## src/rtl/fifo_rd_bridge_pkg.sv

```systemverilog
//============================================================================
// fifo_rd_bridge_pkg : shared constants and types for fifo_rd_bridge (rev 1.0)
//============================================================================
`default_nettype none

package fifo_rd_bridge_pkg;
    localparam int c_occ_width     = 2;
    localparam int c_def_cnt_width = 16;

    typedef logic                   ptr_t;
    typedef logic [c_occ_width-1:0] occ_t;
endpackage

`default_nettype wire

```

## src/rtl/fifo_rd_bridge_buf2.sv

```systemverilog
//============================================================================
// buf2 : 2-entry in-order buffer with occupancy output (rev 1.0)
//============================================================================
`default_nettype none

module buf2
    import fifo_rd_bridge_pkg::*;
#(
    parameter int DATA_WIDTH = 8
) (
    input  logic                  clk,
    input  logic                  rst_n,
    input  logic                  push,
    input  logic                  pop,
    input  logic [DATA_WIDTH-1:0] din,
    output logic [DATA_WIDTH-1:0] dout,
    output occ_t                  occ
);

    logic [DATA_WIDTH-1:0] r_mem [2];
    ptr_t                  r_wr_ptr;
    ptr_t                  r_rd_ptr;
    occ_t                  r_occ;

    always_ff @(posedge clk or negedge rst_n) begin
        if (!rst_n) begin
            r_mem[0] <= '0;
            r_mem[1] <= '0;
            r_wr_ptr <= 1'b0;
            r_rd_ptr <= 1'b0;
            r_occ    <= '0;
        end else begin
            if (push) begin
                r_mem[r_wr_ptr] <= din;
                r_wr_ptr        <= ~r_wr_ptr;
            end
            if (pop) begin
                r_rd_ptr <= ~r_rd_ptr;
            end
            r_occ <= r_occ + occ_t'(push) - occ_t'(pop);
        end
    end

    assign dout = r_mem[r_rd_ptr];
    assign occ  = r_occ;

endmodule

`default_nettype wire

```

## src/rtl/fifo_rd_bridge.sv

```systemverilog
//============================================================================
// fifo_rd_bridge : sync-FIFO read port to valid/ready stream bridge (rev 1.0)
// Optional beat counter enabled by `define FIFO_RD_BRIDGE_BEAT_CNT_EN
//============================================================================
`default_nettype none

module fifo_rd_bridge
    import fifo_rd_bridge_pkg::*;
#(
    parameter int DATA_WIDTH = 8,
    parameter int CNT_WIDTH  = c_def_cnt_width
) (
    input  logic                  clk,
    input  logic                  rst_n,
    input  logic                  fifo_empty,
    output logic                  fifo_rd_en,
    input  logic [DATA_WIDTH-1:0] fifo_data,
    output logic                  m_valid,
    input  logic                  m_ready,
    output logic [DATA_WIDTH-1:0] m_data
`ifdef FIFO_RD_BRIDGE_BEAT_CNT_EN
    ,
    output logic [CNT_WIDTH-1:0]  beat_cnt
`endif
);

    logic                 r_infl;
    occ_t                 w_occ;
    logic                 w_pop;
    logic [c_occ_width:0] w_level;

    assign m_valid = (w_occ != '0);
    assign w_pop   = m_valid & m_ready;

    // Committed slots after this edge: buffered + in flight - leaving now.
    assign w_level    = {1'b0, w_occ}
                      + {{c_occ_width{1'b0}}, r_infl}
                      - {{c_occ_width{1'b0}}, w_pop};
    assign fifo_rd_en = rst_n & ~fifo_empty
                      & (w_level < (c_occ_width+1)'(2));

    always_ff @(posedge clk or negedge rst_n) begin
        if (!rst_n) begin
            r_infl <= 1'b0;
        end else begin
            r_infl <= fifo_rd_en;
        end
    end

    buf2 #(
        .DATA_WIDTH (DATA_WIDTH)
    ) u_buf2 (
        .clk   (clk),
        .rst_n (rst_n),
        .push  (r_infl),
        .pop   (w_pop),
        .din   (fifo_data),
        .dout  (m_data),
        .occ   (w_occ)
    );

`ifdef FIFO_RD_BRIDGE_BEAT_CNT_EN
    logic [CNT_WIDTH-1:0] r_beat_cnt;

    always_ff @(posedge clk or negedge rst_n) begin
        if (!rst_n) begin
            r_beat_cnt <= '0;
        end else if (w_pop) begin
            r_beat_cnt <= r_beat_cnt + CNT_WIDTH'(1);
        end
    end

    assign beat_cnt = r_beat_cnt;
`endif

endmodule

`default_nettype wire

```

## config.mk

```make
export PLATFORM = sky130hd
export DESIGN_NAME = fifo_rd_bridge
export DESIGN_NICKNAME = d
export VERILOG_FILES = /design/src/rtl/fifo_rd_bridge_pkg.sv /design/src/rtl/fifo_rd_bridge_buf2.sv /design/src/rtl/fifo_rd_bridge.sv
export SDC_FILE = /design/constraint.sdc
export NUM_CORES = 1
export LEC_CHECK = 0
export CORE_MARGIN = 10
export CORE_UTILIZATION = 51
export CTS_BUF_LIST = sky130_fd_sc_hd__clkbuf_8
export DETAILED_ROUTE_END_ITERATION = 16
export GPL_TIMING_DRIVEN = 1
export PLACE_DENSITY = 0.81
export SYNTH_ARGS = -nofsm -noshare
export SYNTH_HDL_FRONTEND = slang
export SYNTH_SLANG_ARGS = --single-unit
```

## constraint.sdc

```tcl
create_clock -name clk -period 2.7 [get_ports clk]
set_input_delay 0.54 -clock clk [delete_from_list [all_inputs] [get_ports clk]]
set_output_delay 0.54 -clock clk [all_outputs]
set_load 0.01 [all_outputs]
```

# After elaboration in Yosys (flattened, before gate mapping)
# Cells that the tools add are included.
# word_totals
word_cells	30
register_bits	21
inputBits	12
# op_classes
n_mux	6
n_reduce_logical	2
bitwise_logic	8
add_sub_neg	4
n_lt_le_gt_ge	4
# op_table
cell	count
8-bit two-way mux	4
16-bit bitwise mux	1
8-bit demux with 1-bit select	1
2-bit >= comparator, second input constant	2
1-bit inverter with 2-bit output	2
2-bit by 1-bit adder with 3-bit output	1
1-bit AND	3
3-bit by 2-bit less-than comparator with 1-bit output, second input constant	1
1-bit inverter	3
3-bit by 1-bit subtractor with 3-bit output	1
2-bit by 1-bit adder with 2-bit output	1
2-bit by 1-bit less-than comparator with 1-bit output, second input constant	1
2-bit nonzero test	1
2-bit by 1-bit subtractor with 2-bit output	1
1-bit logical AND	1

# Longest topological paths before layout
# logic_depth
ltp_word	6
depth_mapped	7

# Hierarchy
# From an unflattened synthesis, not the netlist that was laid out.
# unflattened
cells_unflattened	66
hier_area_um2	1002.2
# modules_own_cells
module	area_each_um2	cells_each	seq_area_each_um2	n_inst
buf2	899.6	56	500.5	1
fifo_rd_bridge	102.6	10	25.0	1

# Worst setup path after synthesis
# OpenSTA, ideal clock, no wires.
# synth_path
path_type	input -> output
start	input port m_ready
end	output port fifo_rd_en
path_slack_ns	0.042
cell_stages	7
required_ns	2.160
path_buffers	0
arrival_ns	2.118
path_cell_list	o21a_1 ha_1 inv_1 ha_1 fa_1 xnor2_1 nor4b_1
# synth_via
elab_chain_len	4
# synth_lines
item	line	rtl
start, declared	fifo_rd_bridge.sv:19	input logic m_ready,
1-bit AND	fifo_rd_bridge.sv:33	assign w_pop = m_valid & m_ready;
3-bit by 1-bit subtractor with 3-bit output	fifo_rd_bridge.sv:38	- {{c_occ_width{1'b0}}, w_pop};
3-bit by 2-bit less-than comparator with 1-bit output	fifo_rd_bridge.sv:40	& (w_level < (c_occ_width+1)'(2));
1-bit AND	fifo_rd_bridge.sv:40	
end, declared	fifo_rd_bridge.sv:16	output logic fifo_rd_en,
# No other way between the ends.

# Worst setup path in the final report
# layout_path
start	register u_buf2.r_occ[0] (netlist: u_buf2.occ[0])
end	output port fifo_rd_en
# layout_via
elab_chain_len	5
# layout_lines
item	line	rtl
start, declared	fifo_rd_bridge_buf2.sv:23	occ_t r_occ;
start signal, assigned	fifo_rd_bridge_buf2.sv:40	r_occ <= r_occ + occ_t'(push) - occ_t'(pop);
2-bit nonzero test	fifo_rd_bridge.sv:32	assign m_valid = (w_occ != '0);
1-bit AND	fifo_rd_bridge.sv:33	
via u_buf2.pop	fifo_rd_bridge_buf2.sv:14	input logic pop,
3-bit by 1-bit subtractor with 3-bit output	fifo_rd_bridge.sv:38	
3-bit by 2-bit less-than comparator with 1-bit output	fifo_rd_bridge.sv:40	
1-bit AND	fifo_rd_bridge.sv:40	
# The timed path passes the listed nets, and every way through them passes these cells.

==> metrics <==
status=finished with violations; failing checks=setup timing; VDD IR-drop max=0.860 mV; Synth Area in Compound Gates=0.00779; number of DRC markers in iteration 0=19; top-count cell post-synth=dfrtp_1; post-synthesis xor/xnor area fraction=0.0273; worst hold path cell count=1; CP startpoint kind=flip-flop; DR pass1 iterations=3; Mapped Nets=77; Final Max Tran Viols=0; reg2reg path depth=17; synthesized cell area=963 µm²; FF-to-FF Start=u_buf2.occ[0]$_DFF_PN0_; Slew @ Worst Pin=637 ps; Final min period=2900 ps; Crit. End Element=primary output; Netlist cell types=15; worst hold path class=reg -> reg; final hold violation count=0; Power Total=1750 µW; Initial Util=0.546; met3 Track Usage GR=0.0424; hold buffers post-CTS=0; Area contributors post-synth=dfrtp_1 55%, mux2_2 19%, mux2_4 12%, ha_1 2.6%, fa_1 2.1%; Die Span Y=63.5 µm; synthesis-stage register bit count=21; PD cells=1220 nW/µm²; simple-gate share of the synthesized area=0.0286; vias in the first global route=775; register area=526 µm²; worst setup margin=-199 ps; WS Path Type=reg -> out; RSZ-0062 raised after global routing=yes; synthesis warning total=0; Most Used Layer, Global Route=met2; flop-to-flop setup slack=140 ps; Fillers=109; Slew HR=0.574; layout cells sized above 1=0.533; fin nets=123; largest family of logic cells by synthesized area=multiplexers; Total GRT Usage=0.130; worst slack at placement=-856 ps; critical path data arrival time=2360 ps; # DRC=0; multi-input logic area=425 µm²; Final Wtd Congestion=0.832; CP Launch Point=u_buf2.occ[0]$_DFF_PN0_; initial antenna violation count=0; WL per Instance=18.4 µm; post-synthesis adder-cell area fraction=0.0468; Critical Path Sink=fifo_rd_en; drt total wl=2430 µm; fin crit share=1.07; mux contribution to synthesized area=0.312; Hold Worst Slack=503 ps; clk sink count=21; Worst-path clk slew=80 ps; first-pass GRT wire length=4060 µm; Via density=4.92; share of the synthesized area in the top cell type=0.545; deepest clock path buffer count=2; DIE AREA=4030 µm²; Area growth, synth to finish=49.5%; placed cell count=111; max_cap viols=0; # setup viols final=1; fmax=345 MHz; EDFF count, synth=0; Synth Area per Inst=15.5 µm²; Ports=22; Yosys top cell by area=dfrtp_1; Post-synth top cells=21 x dfrtp_1, 16 x mux2_2, 8 x mux2_4, 4 x inv_1; post-synthesis sequential area ratio=0.545; Clock Latency Late Sink=260 ps; RR Endpoint=u_buf2.r_rd_ptr$_DFFE_PN0P_; Die W=63.5 µm; Crit path required time=2160 ps; async set-reset flop share out of synthesis=1.00; CTS tree=yes; Num CTS Buffers=3; Core ar.=1760 µm²; Cell Rows=15; H-tree depth=1; Synth Flop Type=dfrtp_1; IO buf count=21; hpwl dp=1390 µm; cell count after synthesis=62; GRT overflow=0; crit-path max FO=2; largest net degree at the start of global routing=22; M1 GR Usage=0.158; final non-filler cell total=132; CTS Root Buffer Type=clkbuf_8; vias=650; Fin Clk Skew=4.26 ps; Util after Layout=0.816; Detail Route Antenna Nets=0; grt met2 use=0.207; Static Leakage=0.000667 µW; number of diodes=0
final cells by class:
type	count	area share
Multi-Input combinational cell	35	0.295
Inverter	4	0.0104
Clock buffer	3	0.0287
Timing Repair Buffer	43	0.275
Sequential cell	21	0.365
Tap cell	25	0.0217
Clock inverter	1	0.00348
worst max-delay path, cell delays in order (launching register included):
cell	delay, ps
dfrtp_1	390
o21a_1	200
ha_1	270
inv_1	40
ha_2	160
fa_2	350
xnor2_2	150
nor4b_2	330
buf_2	200
cells in the final DEF, fill, tap and decap left out:
| master | synthesis | routed |
|---|---|---|
| ha_1 | 2 | 1 |
| clkdlybuf4s15_1 | 0 | 1 |
| buf_2 | 1 | 1 |
| clkdlybuf4s50_1 | 0 | 19 |
| clkbuf_8 | 0 | 3 |
| xor2_1 | 2 | 2 |
| mux2_4 | 8 | 8 |
| xnor2_2 | 0 | 1 |
| nor2b_2 | 1 | 1 |
| nand2_2 | 1 | 1 |
| mux2_2 | 16 | 16 |
| o21a_1 | 1 | 1 |
| dfrtp_1 | 21 | 21 |
| inv_1 | 4 | 4 |
| nand2_1 | 1 | 1 |
| buf_4 | 0 | 15 |
| clkinv_2 | 0 | 1 |
| fa_2 | 0 | 1 |
| ha_2 | 0 | 1 |
| nor4b_2 | 0 | 1 |
| buf_6 | 1 | 7 |
layer usage:
layer | wire, µm | share of wire | vias to the layer above
met2 | 1310 | 0.54 | 11
met3 | 92 | 0.038 | 4
met4 | 29 | 0.012 | 0
met1 | 1000 | 0.41 | 335
met5 | 0 | 0 | -
li1 | - | - | 300
metrics by stage:
step / instance area, µm² / TNS (ps)
after floorplan: 963 / 0
after global placement: 1230 / -808
after detailed placement: 1230 / -856
after CTS: 1430 / -154
after global routing: 1440 / -271
final: 1440 / -199
timing repair:
action,in CTS,in global routing
setup buffers,17,2
endpoints found under the setup margin,1,2
pin swaps,4,2
gates resized for setup,15,2
power by group:
part           leakage [µW]  internal (µW)  switching (µW)
sequential         0.000252            473             120
combinational      0.000390            633             323
clock             0.0000255            103            99.9
worst min-delay path by stage:
stage / start / to / slack, ps
after global routing: u_buf2.r_mem[6]$_DFFE_PN0P_ / u_buf2.r_mem[6]$_DFFE_PN0P_ / 530
after floorplan: rst_n / r_infl$_DFF_PN0_ / 240
final: u_buf2.r_mem[4]$_DFFE_PN0P_ / u_buf2.r_mem[4]$_DFFE_PN0P_ / 500
after CTS: u_buf2.r_mem[4]$_DFFE_PN0P_ / u_buf2.r_mem[4]$_DFFE_PN0P_ / 510
after global placement: u_buf2.r_mem[6]$_DFFE_PN0P_ / u_buf2.r_mem[6]$_DFFE_PN0P_ / 480
after detailed placement: u_buf2.r_mem[5]$_DFFE_PN0P_ / u_buf2.r_mem[5]$_DFFE_PN0P_ / 490
sequential cells by signal, indices dropped and copies added, names as in the netlist:
name	cells
u_buf2.r_wr_ptr	1
r_infl	1
u_buf2.r_rd_ptr	1
u_buf2.occ	2
u_buf2.r_mem	16
cell families (layout without fill, tap and decap cells):
| family | after synthesis | in the layout |
|---|---|---|
| AOI/OAI and AO/OA | 1 | 1 |
| buffers and inverters | 6 | 51 |
| xor gates and xnor gates | 3 | 3 |
| DFF | 21 | 21 |
| muxes | 24 | 24 |
| and+or+nand+nor | 4 | 4 |
| adders and majority gates | 3 | 3 |
No activity file was read; power rests on OpenSTA's default activity.
